<file path="config.mk">
export PLATFORM = sky130hd
export DESIGN_NAME = snake_game_ctrl_flat
export DESIGN_NICKNAME = d
export VERILOG_FILES = /design/src/rtl/snake_game_ctrl_pkg.sv /design/src/rtl/snake_game_ctrl_if.sv /design/src/rtl/snake_fruit_placer.sv /design/src/rtl/snake_game_ctrl.sv /design/src/flat_wrapper.sv
export SDC_FILE = /design/constraint.sdc
export NUM_CORES = 1
export LEC_CHECK = 0
export CAP_MARGIN = 5
export CORE_UTILIZATION = 35
export CTS_BUF_LIST = sky130_fd_sc_hd__clkbuf_4 sky130_fd_sc_hd__clkbuf_8
export DETAILED_ROUTE_END_ITERATION = 16
export PLACE_DENSITY = 0.64
export SLEW_MARGIN = 20
export SYNTH_ARGS = -nofsm -noshare
export SYNTH_HDL_FRONTEND = slang
export SYNTH_SLANG_ARGS = --single-unit
</file>
<file path="constraint.sdc">
create_clock -name clk -period 7 [get_ports clk]
set_input_delay 0.7 -clock clk [delete_from_list [all_inputs] [get_ports clk]]
set_output_delay 0.7 -clock clk [all_outputs]
set_load 0.01 [all_outputs]
</file>
<file path="src/rtl/snake_game_ctrl_pkg.sv">
// -----------------------------------------------------------------------------
// snake_game_ctrl_pkg
// Shared constants and types for the snake game sequencer and its fruit placer.
//   GAME_WIDTH / GAME_HEIGHT : playfield size in cells; legal cells are 1..N
//   MAX_LENGTH               : longest body the engine can hold
//   DIR_*                    : heading encoding; a heading and its reverse
//                              differ only in bit 0
//   game_state_t             : top-level game state, visible on o_state
//   fruit_state_t            : fruit placement state
// -----------------------------------------------------------------------------
package snake_game_ctrl_pkg;

  localparam int GAME_WIDTH  = 20;
  localparam int GAME_HEIGHT = 12;
  localparam int MAX_LENGTH  = 32;

  localparam logic [1:0] DIR_RIGHT = 2'b00;
  localparam logic [1:0] DIR_LEFT  = 2'b01;
  localparam logic [1:0] DIR_DOWN  = 2'b10;
  localparam logic [1:0] DIR_UP    = 2'b11;

  typedef enum logic [1:0] {
    G_IDLE = 2'b00,
    G_RUN  = 2'b01,
    G_LOST = 2'b10,
    G_WON  = 2'b11
  } game_state_t;

  typedef enum logic [1:0] {
    F_IDLE  = 2'b00,
    F_ROLL  = 2'b01,
    F_CHECK = 2'b10
  } fruit_state_t;

  function automatic logic [1:0] reverse_dir(input logic [1:0] d);
    return d ^ 2'b01;
  endfunction

  // 16-bit Fibonacci LFSR, taps 16,15,13,4 (bits 15,14,12,3).
  function automatic logic [15:0] lfsr_next(input logic [15:0] s);
    return {s[14:0], s[15] ^ s[14] ^ s[12] ^ s[3]};
  endfunction

endpackage

</file>
<file path="src/rtl/snake_game_ctrl_if.sv">
// -----------------------------------------------------------------------------
// snake_game_ctrl_if
// Bus between the game sequencer (master) and the snake body engine (slave).
// Signal prefixes are from the sequencer's point of view.
//   o_snake_rst_n          engine synchronous reset, active-low
//   o_tick / o_dir         step request (held until the head moves) + heading
//   o_eat                  one-cycle grow pulse
//   o_fruit_x/y/valid      fruit cell and its placed-and-checked flag
//   i_head_x/y, i_head_dir engine head position and heading
//   i_pos_x/y, i_pos_valid continuous body scan, head first
//   i_failure / i_success  engine end-of-game flags
// -----------------------------------------------------------------------------
interface snake_game_ctrl_if;
  logic       o_snake_rst_n;
  logic       o_tick;
  logic [1:0] o_dir;
  logic       o_eat;
  logic [4:0] o_fruit_x;
  logic [3:0] o_fruit_y;
  logic       o_fruit_valid;
  logic [4:0] i_head_x;
  logic [3:0] i_head_y;
  logic [1:0] i_head_dir;
  logic [4:0] i_pos_x;
  logic [3:0] i_pos_y;
  logic       i_pos_valid;
  logic       i_failure;
  logic       i_success;

  modport master (
    output o_snake_rst_n, o_tick, o_dir, o_eat, o_fruit_x, o_fruit_y, o_fruit_valid,
    input  i_head_x, i_head_y, i_head_dir, i_pos_x, i_pos_y, i_pos_valid,
           i_failure, i_success
  );

  modport slave (
    input  o_snake_rst_n, o_tick, o_dir, o_eat, o_fruit_x, o_fruit_y, o_fruit_valid,
    output i_head_x, i_head_y, i_head_dir, i_pos_x, i_pos_y, i_pos_valid,
           i_failure, i_success
  );
endinterface

</file>
<file path="src/rtl/snake_fruit_placer.sv">
// -----------------------------------------------------------------------------
// snake_fruit_placer
// Places the fruit from a free-running LFSR and rejects cells on the body by
// watching one full body scan from the engine.
//   clk, rst        clock, asynchronous active-high reset
//   i_start         pulse: drop the current fruit and place a new one
//   i_head_x/y      engine head (scan start marker, restart on move)
//   i_pos_x/y/valid engine body scan
//   o_fruit_x/y     fruit cell (last accepted candidate)
//   o_fruit_valid   candidate survived a full scan with no body hit
// -----------------------------------------------------------------------------
module snake_fruit_placer
  import snake_game_ctrl_pkg::*;
#(
  parameter logic [15:0] LFSR_SEED = 16'hACE1
) (
  input  logic       clk,
  input  logic       rst,
  input  logic       i_start,
  input  logic [4:0] i_head_x,
  input  logic [3:0] i_head_y,
  input  logic [4:0] i_pos_x,
  input  logic [3:0] i_pos_y,
  input  logic       i_pos_valid,
  output logic [4:0] o_fruit_x,
  output logic [3:0] o_fruit_y,
  output logic       o_fruit_valid
);

  fruit_state_t r_fstate, w_fnext;
  logic [15:0]  r_lfsr;
  logic [4:0]   r_fx;
  logic [3:0]   r_fy;
  logic         r_fvalid;
  logic         r_scan_on, w_scan_nxt;
  logic [4:0]   r_hx_p;
  logic [3:0]   r_hy_p;

  logic [4:0]   w_cx;
  logic [3:0]   w_cy;
  logic         w_cand_in, w_head_moved, w_at_head, w_at_cand;
  logic         w_load, w_set_valid;

  assign w_cx = r_lfsr[4:0];
  assign w_cy = r_lfsr[8:5];
  assign w_cand_in = (w_cx != 5'd0) && (w_cx <= 5'(GAME_WIDTH)) &&
                     (w_cy != 4'd0) && (w_cy <= 4'(GAME_HEIGHT));
  assign w_head_moved = (i_head_x != r_hx_p) || (i_head_y != r_hy_p);
  assign w_at_head = i_pos_valid && (i_pos_x == i_head_x) && (i_pos_y == i_head_y);
  assign w_at_cand = i_pos_valid && (i_pos_x == r_fx) && (i_pos_y == r_fy);

  always_ff @(posedge clk or posedge rst) begin
    if (rst) begin
      r_fstate  <= F_IDLE;
      r_lfsr    <= LFSR_SEED;
      r_fx      <= 5'd1;
      r_fy      <= 4'd1;
      r_fvalid  <= 1'b0;
      r_scan_on <= 1'b0;
      r_hx_p    <= 5'd0;
      r_hy_p    <= 4'd0;
    end else begin
      // LFSR runs in every state so the fruit depends on player timing.
      r_lfsr    <= lfsr_next(r_lfsr);
      r_fstate  <= w_fnext;
      r_scan_on <= w_scan_nxt;
      r_hx_p    <= i_head_x;
      r_hy_p    <= i_head_y;
      if (w_load) begin
        r_fx <= w_cx;
        r_fy <= w_cy;
      end
      if (i_start)          r_fvalid <= 1'b0;
      else if (w_set_valid) r_fvalid <= 1'b1;
    end
  end

  // r_scan_on marks that the scan passed the head cell; from there until
  // i_pos_valid falls every body cell has been presented exactly once.
  always_comb begin
    w_fnext     = r_fstate;
    w_scan_nxt  = r_scan_on;
    w_load      = 1'b0;
    w_set_valid = 1'b0;
    if (i_start) begin
      w_fnext    = F_ROLL;
      w_scan_nxt = 1'b0;
    end else begin
      case (r_fstate)
        F_IDLE: ;
        F_ROLL: begin
          if (w_cand_in) begin
            w_load     = 1'b1;
            w_fnext    = F_CHECK;
            w_scan_nxt = 1'b0;
          end
        end
        F_CHECK: begin
          if (w_head_moved) begin
            // Body changed under us: the partial scan is worthless.
            w_scan_nxt = 1'b0;
          end else if (!r_scan_on) begin
            if (w_at_head) begin
              if (w_at_cand) w_fnext = F_ROLL;
              else           w_scan_nxt = 1'b1;
            end
          end else if (w_at_cand) begin
            w_fnext    = F_ROLL;
            w_scan_nxt = 1'b0;
          end else if (!i_pos_valid) begin
            w_fnext     = F_IDLE;
            w_set_valid = 1'b1;
            w_scan_nxt  = 1'b0;
          end
        end
        default: w_fnext = F_IDLE;
      endcase
    end
  end

  assign o_fruit_x     = r_fx;
  assign o_fruit_y     = r_fy;
  assign o_fruit_valid = r_fvalid;

endmodule

</file>
<file path="src/rtl/snake_game_ctrl.sv">
// -----------------------------------------------------------------------------
// snake_game_ctrl
// Game sequencer for the snake body engine: game FSM, step pacing from video
// frames, direction capture with reversal rejection, eat pulse and scoring.
// Fruit placement lives in snake_fruit_placer.
//   clk, rst   clock, asynchronous active-high reset
//   i_frame    one-cycle pulse per video frame
//   i_btn      synchronised buttons, bit n requests heading n
//   bus        snake_game_ctrl_if.master towards the engine
//   o_state    00 IDLE, 01 RUN, 10 LOST, 11 WON
//   o_score    fruits eaten, saturating at 255
// Build option: define SNAKE_SPEEDUP_EN to shorten the step period by one
// frame per 4 fruits, never below MIN_TICK_FRAMES. Without it the period is
// fixed at TICK_FRAMES.
// -----------------------------------------------------------------------------
module snake_game_ctrl
  import snake_game_ctrl_pkg::*;
#(
  parameter int          TICK_FRAMES     = 8,
  parameter int          MIN_TICK_FRAMES = 2,
  parameter logic [15:0] LFSR_SEED       = 16'hACE1
) (
  input  logic                clk,
  input  logic                rst,
  input  logic                i_frame,
  input  logic [3:0]          i_btn,
  snake_game_ctrl_if.master   bus,
  output logic [1:0]          o_state,
  output logic [7:0]          o_score
);

  game_state_t r_state, w_state_nxt;
  logic [3:0]  r_btn_prev, w_btn_rise;
  logic        r_snake_rst_n, r_tick, r_eat;
  logic [1:0]  r_pending_dir, r_dir, w_cand_dir;
  logic [7:0]  r_score, r_frame_cnt, w_period;
  logic [4:0]  r_prev_hx;
  logic [3:0]  r_prev_hy;
  logic        w_run_active, w_start_game, w_moved, w_eat_hit, w_cand_ok;
  logic [4:0]  w_fruit_x;
  logic [3:0]  w_fruit_y;
  logic        w_fruit_valid;

  assign w_btn_rise = i_btn & ~r_btn_prev;

  always_ff @(posedge clk or posedge rst) begin
    if (rst) r_btn_prev <= 4'd0;
    else     r_btn_prev <= i_btn;
  end

  always_ff @(posedge clk or posedge rst) begin
    if (rst) r_state <= G_IDLE;
    else     r_state <= w_state_nxt;
  end

  always_comb begin
    w_state_nxt = r_state;
    case (r_state)
      G_IDLE: if (|w_btn_rise) w_state_nxt = G_RUN;
      G_RUN: begin
        if (bus.i_failure)      w_state_nxt = G_LOST;
        else if (bus.i_success) w_state_nxt = G_WON;
      end
      G_LOST, G_WON: if (|w_btn_rise) w_state_nxt = G_IDLE;
      default: w_state_nxt = G_IDLE;
    endcase
  end

  // Pacing and eating only act while the game stays in RUN this cycle, so a
  // failure/success cycle already freezes tick and eat.
  assign w_run_active = (r_state == G_RUN) && (w_state_nxt == G_RUN);
  assign w_start_game = (r_state == G_IDLE) && (w_state_nxt == G_RUN);
  assign w_moved      = r_tick && ((bus.i_head_x != r_prev_hx) || (bus.i_head_y != r_prev_hy));
  assign w_eat_hit    = w_run_active && w_moved && w_fruit_valid &&
                        (bus.i_head_x == w_fruit_x) && (bus.i_head_y == w_fruit_y);

  // Lowest-index rising button wins; a reversal of the current heading is dropped.
  always_comb begin
    w_cand_dir = 2'd0;
    if (w_btn_rise[0])      w_cand_dir = 2'd0;
    else if (w_btn_rise[1]) w_cand_dir = 2'd1;
    else if (w_btn_rise[2]) w_cand_dir = 2'd2;
    else if (w_btn_rise[3]) w_cand_dir = 2'd3;
  end
  assign w_cand_ok = (|w_btn_rise) && !r_tick && (reverse_dir(w_cand_dir) != bus.i_head_dir);

`ifdef SNAKE_SPEEDUP_EN
  always_comb begin
    if (TICK_FRAMES - int'(r_score[7:2]) < MIN_TICK_FRAMES) w_period = 8'(MIN_TICK_FRAMES);
    else w_period = 8'(TICK_FRAMES - int'(r_score[7:2]));
  end
`else
  logic [7:0] w_unused_min;
  assign w_unused_min = 8'(MIN_TICK_FRAMES);
  assign w_period     = 8'(TICK_FRAMES);
`endif

  always_ff @(posedge clk or posedge rst) begin
    if (rst) begin
      r_snake_rst_n <= 1'b0;
      r_tick        <= 1'b0;
      r_eat         <= 1'b0;
      r_pending_dir <= 2'd0;
      r_dir         <= 2'd0;
      r_score       <= 8'd0;
      r_frame_cnt   <= 8'd0;
      r_prev_hx     <= 5'd0;
      r_prev_hy     <= 4'd0;
    end else begin
      // Engine leaves reset together with the first RUN cycle.
      r_snake_rst_n <= (w_state_nxt != G_IDLE);
      r_eat         <= w_eat_hit;
      if (w_cand_ok) r_pending_dir <= w_cand_dir;

      if (w_start_game)                         r_score <= 8'd0;
      else if (w_eat_hit && r_score != 8'hFF)   r_score <= r_score + 8'd1;

      if (!w_run_active) begin
        r_frame_cnt <= 8'd0;
        r_tick      <= 1'b0;
      end else if (r_tick) begin
        // Frames are not counted while a step is outstanding.
        if (w_moved) r_tick <= 1'b0;
      end else if (i_frame) begin
        // >= keeps the step coming if the period shrank below the count.
        if (r_frame_cnt >= (w_period - 8'd1)) begin
          r_frame_cnt <= 8'd0;
          r_tick      <= 1'b1;
          r_prev_hx   <= bus.i_head_x;
          r_prev_hy   <= bus.i_head_y;
          r_dir       <= r_pending_dir;
        end else begin
          r_frame_cnt <= r_frame_cnt + 8'd1;
        end
      end
    end
  end

  snake_fruit_placer #(
    .LFSR_SEED(LFSR_SEED)
  ) u_fruit (
    .clk          (clk),
    .rst          (rst),
    .i_start      (w_start_game | w_eat_hit),
    .i_head_x     (bus.i_head_x),
    .i_head_y     (bus.i_head_y),
    .i_pos_x      (bus.i_pos_x),
    .i_pos_y      (bus.i_pos_y),
    .i_pos_valid  (bus.i_pos_valid),
    .o_fruit_x    (w_fruit_x),
    .o_fruit_y    (w_fruit_y),
    .o_fruit_valid(w_fruit_valid)
  );

  assign bus.o_snake_rst_n = r_snake_rst_n;
  assign bus.o_tick        = r_tick;
  assign bus.o_dir         = r_dir;
  assign bus.o_eat         = r_eat;
  assign bus.o_fruit_x     = w_fruit_x;
  assign bus.o_fruit_y     = w_fruit_y;
  assign bus.o_fruit_valid = w_fruit_valid;
  assign o_state           = r_state;
  assign o_score           = r_score;

endmodule

</file>
<file path="src/flat_wrapper.sv">
// flat-port wrapper written by rule: the top's interface ports become plain ports
module snake_game_ctrl_flat import snake_game_ctrl_pkg::*;
#(
  parameter int          TICK_FRAMES     = 8,
  parameter int          MIN_TICK_FRAMES = 2,
  parameter logic [15:0] LFSR_SEED       = 16'hACE1
)
  (clk, rst, i_frame, i_btn, o_state, o_score, bus_o_snake_rst_n, bus_o_tick, bus_o_dir, bus_o_eat, bus_o_fruit_x, bus_o_fruit_y, bus_o_fruit_valid, bus_i_head_x, bus_i_head_y, bus_i_head_dir, bus_i_pos_x, bus_i_pos_y, bus_i_pos_valid, bus_i_failure, bus_i_success);
  snake_game_ctrl_if bus_i ();
  input  logic clk;
  input  logic rst;
  input  logic i_frame;
  input  logic [3:0] i_btn;
  output logic [1:0] o_state;
  output logic [7:0] o_score;
  output wire logic [$bits(bus_i.o_snake_rst_n)-1:0] bus_o_snake_rst_n;
  output wire logic [$bits(bus_i.o_tick)-1:0] bus_o_tick;
  output wire logic [$bits(bus_i.o_dir)-1:0] bus_o_dir;
  output wire logic [$bits(bus_i.o_eat)-1:0] bus_o_eat;
  output wire logic [$bits(bus_i.o_fruit_x)-1:0] bus_o_fruit_x;
  output wire logic [$bits(bus_i.o_fruit_y)-1:0] bus_o_fruit_y;
  output wire logic [$bits(bus_i.o_fruit_valid)-1:0] bus_o_fruit_valid;
  input wire logic [$bits(bus_i.i_head_x)-1:0] bus_i_head_x;
  input wire logic [$bits(bus_i.i_head_y)-1:0] bus_i_head_y;
  input wire logic [$bits(bus_i.i_head_dir)-1:0] bus_i_head_dir;
  input wire logic [$bits(bus_i.i_pos_x)-1:0] bus_i_pos_x;
  input wire logic [$bits(bus_i.i_pos_y)-1:0] bus_i_pos_y;
  input wire logic [$bits(bus_i.i_pos_valid)-1:0] bus_i_pos_valid;
  input wire logic [$bits(bus_i.i_failure)-1:0] bus_i_failure;
  input wire logic [$bits(bus_i.i_success)-1:0] bus_i_success;
  assign bus_o_snake_rst_n = bus_i.o_snake_rst_n;
  assign bus_o_tick = bus_i.o_tick;
  assign bus_o_dir = bus_i.o_dir;
  assign bus_o_eat = bus_i.o_eat;
  assign bus_o_fruit_x = bus_i.o_fruit_x;
  assign bus_o_fruit_y = bus_i.o_fruit_y;
  assign bus_o_fruit_valid = bus_i.o_fruit_valid;
  assign bus_i.i_head_x = bus_i_head_x;
  assign bus_i.i_head_y = bus_i_head_y;
  assign bus_i.i_head_dir = bus_i_head_dir;
  assign bus_i.i_pos_x = bus_i_pos_x;
  assign bus_i.i_pos_y = bus_i_pos_y;
  assign bus_i.i_pos_valid = bus_i_pos_valid;
  assign bus_i.i_failure = bus_i_failure;
  assign bus_i.i_success = bus_i_success;
  snake_game_ctrl #(.TICK_FRAMES(TICK_FRAMES), .MIN_TICK_FRAMES(MIN_TICK_FRAMES), .LFSR_SEED(LFSR_SEED)) u_core (.clk(clk), .rst(rst), .i_frame(i_frame), .i_btn(i_btn), .bus(bus_i), .o_state(o_state), .o_score(o_score));
endmodule
</file>
* Word level (Yosys, flattened, before mapping)
Cells that the tools add are included.
** Operators by class
- Eq/ne operators :: 26
- Bitwise logic cells :: 8
- Add/subtract/negate cells :: 2
- Reduce and logical (&&, ||, !) cells :: 34
- Muxes and demuxes :: 49
- $lt $le $gt $ge :: 3
** Operators by type and width (count)
- 2-to-1 mux 8 bit :: 6
- 2-to-1 mux 2 bit :: 16
- 2-to-1 mux 1 bit :: 24
- logical AND 1 bit :: 17
- adder 8 x 1 -> 8 bit (second input constant) :: 2
- == test 5 bit :: 3
- == test 4 bit :: 3
- != test 4 bit (second input constant) :: 3
- one-hot mux 2 bit (3 select lines) :: 2
- != test 5 bit :: 2
- >= comparator 8 x 3 -> 1 bit (second input constant) :: 1
- != test 4 bit :: 2
- != test 8 bit (second input constant) :: 1
- == test 2 x 1 -> 1 bit (second input constant) :: 3
- == test 2 bit (second input constant) :: 3
- != test 2 bit (second input constant) :: 3
- != test 3 bit (second input constant) :: 2
- AND reduction 6 bit :: 1
- nonzero test 2 bit :: 3
- <= comparator 5 bit (second input constant) :: 1
- nonzero test 5 bit :: 1
- AND 4 bit :: 1
- <= comparator 4 bit (second input constant) :: 1
- logical NOT 2 bit :: 2
- other kinds (14) :: 19
** Storage, ports and cells
- Logic and storage cells :: 141
- Bits in registers :: 76
- Input port bits :: 30
- Output and inout bits :: 25

* Depth between registers and ports, before layout
Gate-level depths: netlist (run 1).
- Depth after elaboration :: 15
- Mapped depth :: 8
- Depth with buffers taken out :: 7

* Modules after synthesis
From an unflattened synthesis (run 1), not the netlist that was laid out.
** Second synthesis, totals
- Cells, all modules :: 313
- Area, all modules :: 3673.5 µm²
** Modules (own cells, without submodules)
- snake_game_ctrl :: cells each 198, seq. area each 950.9 µm², times used 1, area an instance 2082.0 µm²
- snake_fruit_placer :: cells each 115, seq. area each 963.4 µm², times used 1, area an instance 1591.5 µm²

* Worst setup path before layout (run 1)
OpenSTA, ideal clock, no wires.
- Path kind :: input to register
- From :: input bus_i_success
- To :: register u_core.r_score[7] (netlist: u_core.o_score[7])
- Buffers on the path :: 1
- Setup slack :: 4317 ps
- Arrival time :: 2602 ps
- Data required time :: 6919 ps
- Stages on the path :: 7
- Library setup time :: 81 ps
- Path through :: or4b_4 > nor4_4 > nand3_1 > or3_1 > buf_6 > or4_1 > a21oi_1
** On the way
- Word-level cells in the longest chain between the ends :: 11
- Elaborated cells on any way between the ends :: 13
- Classes of those cells :: eq/ne: 1; mux: 4; reduce/logical: 8
** RTL lines
- from (decl) :: RTL line flat_wrapper.sv:30 : input wire logic [$bits(bus_i.i_success)-1:0] bus_i_success;
- 2-to-1 mux 2 bit (*) :: RTL line snake_game_ctrl.sv:62 : else if (bus.i_success) w_state_nxt = G_WON;
- 2-to-1 mux 2 bit (*) :: RTL line snake_game_ctrl.sv:61 : if (bus.i_failure) w_state_nxt = G_LOST;
- one-hot mux 2 bit (3 select lines) (*) :: RTL line snake_game_ctrl.sv:58 : case (r_state)
- == test 2 x 1 -> 1 bit (*) :: RTL line snake_game_ctrl.sv:71, snake_game_ctrl.sv:72
- logical AND 1 bit :: RTL line snake_game_ctrl.sv:71 : assign w_run_active = (r_state == G_RUN) && (w_state_nxt == G_RUN);
- logical AND 1 bit (3 in a row) :: RTL line snake_game_ctrl.sv:74 : assign w_eat_hit = w_run_active && w_moved && w_fruit_valid &&
- logical AND 1 bit :: RTL line snake_game_ctrl.sv:75 : (bus.i_head_x == w_fruit_x) && (bus.i_head_y == w_fruit_y);
- logical AND 1 bit :: RTL line snake_game_ctrl.sv:116 : else if (w_eat_hit && r_score != 8'hFF) r_score <= r_score + 8'd1;
- nonzero test 2 bit (no source line)
- to (signal assigned) :: RTL line snake_game_ctrl.sv:116
- to (decl) :: RTL line snake_game_ctrl.sv:36 : logic [7:0] r_score, r_frame_cnt, w_period;
Mark *: on every way between the ends. The rest lies on a longest branch, timed or not.
A chain may end at the register's enable or synchronous reset.

* Final worst setup path (run 1)
- From :: input bus_i_head_y[0]
- To :: register u_core.u_fruit.r_fx[3] (netlist: u_core.u_fruit.o_fruit_x[3])
** On the way
- Word-level cells in the longest chain between the ends :: 9
- Elaborated cells on any way between the ends :: 10
- Classes of those cells :: eq/ne: 2; mux: 1; bitwise: 1; reduce/logical: 6
** RTL lines
- from (decl) :: RTL line flat_wrapper.sv:24 : input wire logic [$bits(bus_i.i_head_y)-1:0] bus_i_head_y;
- != test 4 bit :: RTL line snake_game_ctrl.sv:73 : assign w_moved = r_tick && ((bus.i_head_x != r_prev_hx) || (bus.i_head_y != r_prev_hy));
- logical OR 1 bit :: RTL line snake_game_ctrl.sv:73
- logical AND 1 bit :: RTL line snake_game_ctrl.sv:73
- logical AND 1 bit (3 in a row) :: RTL line snake_game_ctrl.sv:74
- logical AND 1 bit (*) :: RTL line snake_game_ctrl.sv:75
- bitwise OR 1 bit (*) :: RTL line snake_game_ctrl.sv:144 : .i_start (w_start_game | w_eat_hit),
- 2-to-1 mux 1 bit (*) :: RTL line snake_fruit_placer.sv:85 : if (i_start) begin
- to (signal assigned) :: RTL line snake_fruit_placer.sv:70 : r_fx <= w_cx;
- to (decl) :: RTL line snake_fruit_placer.sv:32 : logic [4:0] r_fx;
Marks and branches as above.

==> results of run 1 <==
==> state kept, by name, summed over array words and instances (netlist names) <==
signal / cells
u_core.bus.o_dir: 2
u_core.bus.o_eat: 1
u_core.bus.o_snake_rst_n: 1
u_core.bus.o_tick: 1
u_core.o_score: 8
u_core.o_state: 2
u_core.r_btn_prev: 4
u_core.r_frame_cnt: 8
u_core.r_pending_dir: 2
u_core.r_prev_hx: 5
u_core.r_prev_hy: 4
u_core.u_fruit.o_fruit_valid: 1
u_core.u_fruit.o_fruit_x: 5
u_core.u_fruit.o_fruit_y: 4
u_core.u_fruit.r_fstate: 2
u_core.u_fruit.r_hx_p: 5
u_core.u_fruit.r_hy_p: 4
u_core.u_fruit.r_lfsr: 16
u_core.u_fruit.r_scan_on: 1
==> layer usage <==
metal / up-vias / wire length [um]
li1: 1154 / -
met1: 1163 / 3540
met2: 49 / 3230
met3: 8 / 311
met4: 0 / 105
met5: - / 0
==> worst paths after layout <==
| kind | slack [ns] | to | depth (start not counted) | startpoint |
|---|---|---|---|---|
| worst max-delay path | 3.92 | u_core.u_fruit.o_fruit_x[3]$_DFFE_PP0P_ | 7 | bus_i_head_y[0] |
| worst min-delay path | 0.36 | u_core.u_fruit.r_lfsr[11]$_DFF_PP1_ | 0 | u_core.u_fruit.r_lfsr[10]$_DFF_PP1_ |
| worst max register to register | 4.33 | u_core.o_score[7]$_DFFE_PP0P_ | 6 | u_core.o_state[1]$_DFF_PP0_ |
| worst min register to register | 0.36 | u_core.u_fruit.r_lfsr[11]$_DFF_PP1_ | 0 | u_core.u_fruit.r_lfsr[10]$_DFF_PP1_ |
| max in group asynchronous | 5.47 | u_core.bus.o_dir[0]$_DFFE_PP0P_ | 3 | rst |
| min in group asynchronous | 0.94 | u_core.u_fruit.o_fruit_x[4]$_DFFE_PP0P_ | 3 | rst |
==> cells in the mapped netlist, types with 2 or more instances <==
cell type	instances
or3_1	2
o211ai_1	2
nand3_1	8
or4_1	3
nand3b_1	2
o31ai_1	3
nand2_1	14
mux2_1	9
ha_1	2
o21a_1	3
a31oi_1	2
buf_1	2
xor2_1	23
a211oi_1	2
dfstp_2	10
xnor2_1	31
nand2b_1	4
nor4b_1	2
and3_1	5
dfrtp_1	66
and2_1	2
nor2_1	21
mux2_2	11
o21ai_0	6
nor2b_1	9
nand4_1	6
inv_1	4
nor4_1	7
a21oi_1	10
a211o_1	2
nor3_1	4
clkbuf_1	8
==> cell usage in the layout, fill, tap and decap left out, types with 3 or more instances in the layout <==
cell / n
dfrtp_1: 66
clkdlybuf4s50_1: 54
xnor2_1: 31
xor2_1: 23
nor2_1: 21
nand2_1: 14
mux2_2: 11
a21oi_1: 10
dfstp_2: 10
nor2b_1: 9
mux2_1: 9
clkbuf_8: 9
nand3_1: 8
nor4_1: 7
nand4_1: 6
o21ai_0: 6
and3_1: 5
nand2b_1: 4
nor3_1: 4
inv_6: 4
inv_1: 3
o31ai_1: 3
or4_1: 3
o21a_1: 3
==> cell type report <==
| cell class | count | area share, % |
|---|---|---|
| flip-flops and latches | 76 | 43.9 |
| multi-input cells | 209 | 34.6 |
| repair buffers | 56 | 12.7 |
| well taps | 133 | 3.82 |
| clock buffers | 9 | 2.84 |
| clock inverters | 7 | 1.69 |
| inverters | 4 | 0.345 |
==> where the power goes <==
part,switching (uW),internal [uW]
registers,14.4,454
clock network,194,142
logic,62.3,59.8
==> metrics by stage <==
| step | hold slack [ns] | setup WS (ns) | utilization (%) | instance area (um2) |
|---|---|---|---|---|
| after floorplan | 0.333 | 4.32 | - | 3490 |
| after global placement | 0.339 | 3.58 | 42.8 | 4160 |
| after detailed placement | 0.347 | 3.55 | 42.8 | 4160 |
| after CTS | 0.360 | 3.93 | 44.8 | 4360 |
| after global routing | 0.365 | 3.78 | 44.8 | 4360 |
| final | 0.359 | 3.92 | 44.8 | 4360 |
==> kinds of logic after synthesis <==
| kind of cell | after synthesis | synth area share (%) |
|---|---|---|
| XOR/XNOR | 54 | 13.6 |
| buffers and inverters | 15 | 1.83 |
| flip-flops | 76 | 54.9 |
| AND/OR/NAND/NOR | 96 | 15.5 |
| adder cells (fa/ha/maj) | 2 | 0.718 |
| AO/OA/AOI/OAI | 36 | 6.71 |
| multiplexers | 21 | 6.75 |
==> flow_summary_export.csv, run 1 <==
group,metric,value,unit
status,outcome,"finished, final reports clean",
timing,clock_skew,0.0184,ns
clocking,root_buffer,"clkbuf_8",
worst_setup_path,critPathLaunchType,"primary input",
clocking,cts_tree,"built",
global_routing,busiest_layer,"met1",
die,floorplan.initialDensity,35.8,%
timing,max_freq,324,MHz
die,rows,36,
worst_hold_path,hp-class,"reg2reg",
timing,post-route-period-util,44.0,%
die,ios,55,
synthesis,synthesis.nets,332,
synthesis,synth_cell_types,47,
detailed_routing,drc,0,
placed_design,dp.cells,478,
cells_and_area,area_growth,25.0,%
detailed_routing,drt_iter0_drc,68,
cells_and_area,final_nets,388,
placed_design,portBuffers,54,
detailed_routing,antenna_left,0,
global_routing,antenna_found_initial,0,
global_routing,grt-ovfl-total,0,
synthesis,syn_avg_cell_area,11.6,um2
synthesis,ys_seq_area_share,54.9,%
synthesis,synth_edf_count,0,
cells_and_area,diodes,0,
timing,slew_viol_final,0,
clocking,tritoncts.num_buffers,9,
synthesis,ys_ff_latch,76,
global_routing,grt_usage,15.1,%
worst_setup_path,cp_num_buf_inv,1,
clocking,ctsResizeCount,0,
cells_and_area,register_area,1910,um2
clocking,cts.sinks,76,
synthesis,synth_warnings,0,
synthesis,synth_top_area_cell,"dfrtp_1",
detailed_routing,drt_wl_total,7180,um
timing,hold_viol,0,
synthesis,synthFlopType,"dfrtp_1",
global_routing,grt_pass1_wl,11800,um
worst_setup_path,cp_max_fo,9,
die,core_area,9730,um2
clocking,postCtsSetupBuffers,0,
cells_and_area,fillCellCount,941,
timing,period_minus_slack,3.08,ns
pwr,leakage,0.00187,uW
global_routing,grt_max_degree,77,
clocking,clkLatencyLatePin,0.37,ns
worst_setup_path,crit_type,"in2reg",
detailed_routing,vias,2374,
die,dieWidth,102,um
cells_and_area,multi_input_area,1510,um2
timing,tightest_slew,1.00,ns
cells_and_area,drive_gt1_share,13.0,%
pwr,p_per_area,212,nW/um2
synthesis,yosys-top-cells-area,"dfrtp_1, xnor2_1, dfstp_2, xor2_1, mux2_2",
timing,slew_headroom,32.8,%
global_routing,grt_use_met2,21.8,%
worst_setup_path,cp_slowest_cell,"nor4_1",
worst_setup_path,path_cells,"clkdlybuf4s50_1 > xnor2_1 > nand3_1 > nor4_1 > o21ai_1 > nor2_2 > mux2_1",
pwr,p_total,926,uW
timing,setup-violations-final,0,
clocking,path_clk_slew,0.10,ns
clocking,cts.path.max_buffers,2,
timing,rsz0062_at_grt,"no",
synthesis,async_reset_ff_share,100,%
pwr,max-vdd-ir-drop,85.5,uV
detailed_routing,routed_via_density,4.81,
detailed_routing,wl_per_cell,14.5,um
worst_setup_path,crit_family,"simple AND/OR/NAND/NOR gates",
die,die_area,10400,um2
worst_setup_path,worstSetupEndpointType,"register",
cells_and_area,stdcell_count,494,
global_routing,grt_pass1_vias,2330,
clocking,h-tree-depth,3,
clocking,holdBufCountCts,0,
global_routing,grtUsageMet1,21.8,%
synthesis,netlist_area,3490,um2
worst_setup_path,max_stage_delay,0.69,ns
worst_setup_path,worstPathArrival,3.33,ns
timing,finalSetupTns,0,ns
placed_design,dpl.hpwl,5270,um
die,dieHeight,102,um
detailed_routing,firstDrtPassIters,7,
synthesis,yosysTopAreaCellShare,47.4,%
global_routing,met3_usage,4.04,%
worst_setup_path,cp_data_required_time,7.25,ns
job,drv_cap,0,
synthesis,synthesis.instances,300,
placed_design,gp_congestion,0.828,
Note: power is estimated with default switching activity, not from simulation.
==> run 2, diff against run 1 <==
--- a/config.mk
+++ b/config.mk
@@ -9,7 +9,7 @@
 export CORE_UTILIZATION = 35
 export CTS_BUF_LIST = sky130_fd_sc_hd__clkbuf_4 sky130_fd_sc_hd__clkbuf_8
 export DETAILED_ROUTE_END_ITERATION = 16
-export PLACE_DENSITY = 0.64
+export PLACE_DENSITY = 0.66
 export SLEW_MARGIN = 20
 export SYNTH_ARGS = -nofsm -noshare
 export SYNTH_HDL_FRONTEND = slang
==> constraint.sdc (replaced) <==
create_clock -name clk -period 2.7 [get_ports clk]
set_input_delay 0.27 -clock clk [delete_from_list [all_inputs] [get_ports clk]]
set_output_delay 0.27 -clock clk [all_outputs]
set_load 0.01 [all_outputs]
==> run 2 against run 1 <==
Net effect:
- clock skew down 0.0055 ns
- sequential power rose to 2.6 times the previous value
- final cell count up 4.9%
- clock power up 140%
- first-iteration DRC count up 50%
- global-route usage up 0.35 points
- hold slack worse by 0.050 ns
- combinational power rose to 3.1 times the previous value
- worst setup slack worse by 3.6 ns
- largest power group unchanged
==> flow_summary_export.csv, run 2 (same netlist as run 1, synthesis figures left out) <==
group,metric,value,unit
clocking,postCtsSetupBuffers,0,
global_routing,grt_pass1_vias,2397,
cells_and_area,diodes,0,
detailed_routing,vias,2445,
die,die_area,10400,um2
detailed_routing,drc,0,
worst_setup_path,r2r_end,"u_core.o_score[7]$_DFFE_PP0P_",
job,drv_cap,0,
worst_setup_path,crit_start,"u_core.o_state[0]$_DFF_PP0_",
timing,hold_viol,0,
detailed_routing,routed_via_density,4.72,
worst_setup_path,timing.rr.start,"u_core.o_state[0]$_DFF_PP0_",
timing,finalSetupTns,0,ns
clocking,ctsResizeCount,0,
timing,post-route-period-util,90.1,%
global_routing,grt_max_degree,77,
timing,max_freq,411,MHz
clocking,cts.path.max_buffers,2,
global_routing,grt_pass1_wl,12000,um
worst_setup_path,crit_family,"simple AND/OR/NAND/NOR gates",
cells_and_area,final_common_cell,"dfrtp_1",
status,outcome,"finished, final reports clean",
pwr,seq_power_share,50.7,%
worst_setup_path,path_cells,"or4b_4 > nor4_4 > nand3_1 > or3_1 > or4_1 > a21oi_1",
placed_design,dp.cells,502,
worst_setup_path,crit_type,"reg2reg",
die,dieHeight,102,um
placed_design,gp_congestion,0.774,
worst_setup_path,cp_max_fo,8,
timing,slew_headroom,59.9,%
worst_setup_path,reg2regPathDepth,6,
cells_and_area,layout_common_cells,"dfrtp_1, clkdlybuf4s50_1, xnor2_1, buf_4, xor2_1",
die,dieWidth,102,um
placed_design,portBuffers,54,
worst_setup_path,reg2reg_slack,0.27,ns
worst_setup_path,max_stage_delay,0.51,ns
pwr,share_comb_of_total_power,15.9,%
global_routing,grt-ovfl-total,0,
pwr,leakage,0.00198,uW
pwr,max-vdd-ir-drop,285,uV
worst_setup_path,worstPathArrival,2.69,ns
cells_and_area,design_area,4550,um2
pwr,switching_power,604,uW
clocking,cts.sinks,76,
worst_setup_path,cp_slowest_cell,"or4b_4",
detailed_routing,drt_wl_total,7270,um
worst_setup_path,critPathLaunchType,"register",
die,rows,36,
timing,period_minus_slack,2.43,ns
die,ios,55,
worst_hold_path,hp-class,"in2async",
cells_and_area,regMostFlops,"u_core.u_fruit.r_lfsr",
clocking,h-tree-depth,3,
pwr,p_per_area,523,nW/um2
clocking,path_clk_slew,0.08,ns
worst_setup_path,cp_num_buf_inv,0,
cells_and_area,final_nets,412,
pwr,sw_frac_of_total,25.4,%
clocking,cts_tree,"built",
global_routing,grt_usage,15.5,%
worst_setup_path,worstSetupEndpointType,"register",
detailed_routing,wl_per_cell,14.0,um
cells_and_area,fillCellCount,931,
clocking,holdBufCountCts,0,
timing,setup-violations-final,0,
pwr,p_int,1770,uW
clocking,clkLatencyLatePin,0.34,ns
timing,fin_ws,0.268,ns
clocking,tritoncts.num_buffers,9,
worst_setup_path,cp.depth,6,
detailed_routing,antenna_left,0,
cells_and_area,area_growth,30.4,%
global_routing,antenna_found_initial,0,
timing,slew_viol_final,0,
placed_design,place_ws,-0.00846,ns
worst_setup_path,cp_data_required_time,2.96,ns
placed_design,place_area,4370,um2
clocking,root_buffer,"clkbuf_8",
detailed_routing,firstDrtPassIters,4,
pwr,pwr-share-clk,33.3,%
timing,rsz0062_at_grt,"no",
cells_and_area,stdcell_count,518,
timing,clock_skew,0.0130,ns
timing,tightest_slew,0.594,ns
detailed_routing,drt_iter0_drc,102,
cells_and_area,drive_gt1_share,18.4,%
placed_design,dpl.hpwl,5470,um
cells_and_area,largest_register_ffs,16,
worst_setup_path,crit_end,"u_core.o_score[7]$_DFFE_PP0P_",
die,floorplan.initialDensity,35.8,%
timing,hold-worst-slack,0.309,ns
die,core_area,9730,um2
## run 2: cell count changes in the layout (fill, tap and decap cells not counted), sizes merged
cell	previous run	this run
buf	2	26
clkinvlp	0	1
clkbuf	9	14
inv	10	4
## run 2: how the worst min path moves through the flow
| stage | depth (start not counted) | startpoint | endpoint | slack [ns] |
|---|---|---|---|---|
| detailed placement | 0 | u_core.u_fruit.r_lfsr[9]$_DFF_PP0_ | u_core.u_fruit.r_lfsr[10]$_DFF_PP1_ | 0.35 |
| finish | 3 | rst | u_core.u_fruit.r_hx_p[1]$_DFF_PP0_ | 0.31 |
| CTS | 3 | rst | u_core.u_fruit.r_hx_p[1]$_DFF_PP0_ | 0.33 |
| floorplan | 0 | i_btn[0] | u_core.r_btn_prev[0]$_DFF_PP0_ | 0.30 |
| global placement | 0 | u_core.u_fruit.r_lfsr[9]$_DFF_PP0_ | u_core.u_fruit.r_lfsr[10]$_DFF_PP1_ | 0.34 |
| global route | 3 | rst | u_core.u_fruit.r_hy_p[2]$_DFF_PP0_ | 0.36 |
## run 2: per-layer routing
layer | vias up | GRT usage [%] | part of all wire [%]
li1 | 1200 | - | -
met1 | 1203 | 21.1 | 49
met2 | 34 | 24.4 | 48
met3 | 8 | 2.46 | 2.1
met4 | 0 | 6.92 | 1.5
met5 | - | 0 | 0
## run 2: worst min-delay path, delay by kind of cell
family,cells,cell delay [ns]
buf+inv,3,0.79
## run 2: area by class of cell
cell class | instances | area, um2 | share of cell area (%)
multi-input combinational | 209 | 1510 | 33.2
timing repair buffer | 80 | 761 | 16.7
inverter | 4 | 15.0 | 0.330
clock buffer | 14 | 168 | 3.69
clock inverter | 2 | 12.5 | 0.275
sequential | 76 | 1910 | 42.1
tap | 133 | 166 | 3.66
## run 2: power by group through the flow
stage	Combinational, uW	Clock (uW)	Sequential (uW)
final	378	792	1200
after global routing	417	870	1210
after CTS	385	819	1200
after detailed placement	384	0	1230
after global placement	381	0	1230
after floorplan	173	0	1240
## run 2: stage by stage
step           util, %  total power, uW
2_1_floorplan        -             1410
3_3_place_gp      44.9             1610
3_5_place_dp      44.9             1610
4_1_cts           46.7             2410
5_1_grt           46.7             2500
6_report          46.7             2380
==> run 3, diff against run 2 <==
--- a/config.mk
+++ b/config.mk
@@ -9,6 +9,7 @@
 export CORE_UTILIZATION = 35
 export CTS_BUF_LIST = sky130_fd_sc_hd__clkbuf_4 sky130_fd_sc_hd__clkbuf_8
 export DETAILED_ROUTE_END_ITERATION = 16
+export GPL_ROUTABILITY_DRIVEN = 0
 export PLACE_DENSITY = 0.66
 export SLEW_MARGIN = 20
 export SYNTH_ARGS = -nofsm -noshare
==> results of run 3 <==
Same layout as run 2: the final DEF is identical, and so are final timing and power.
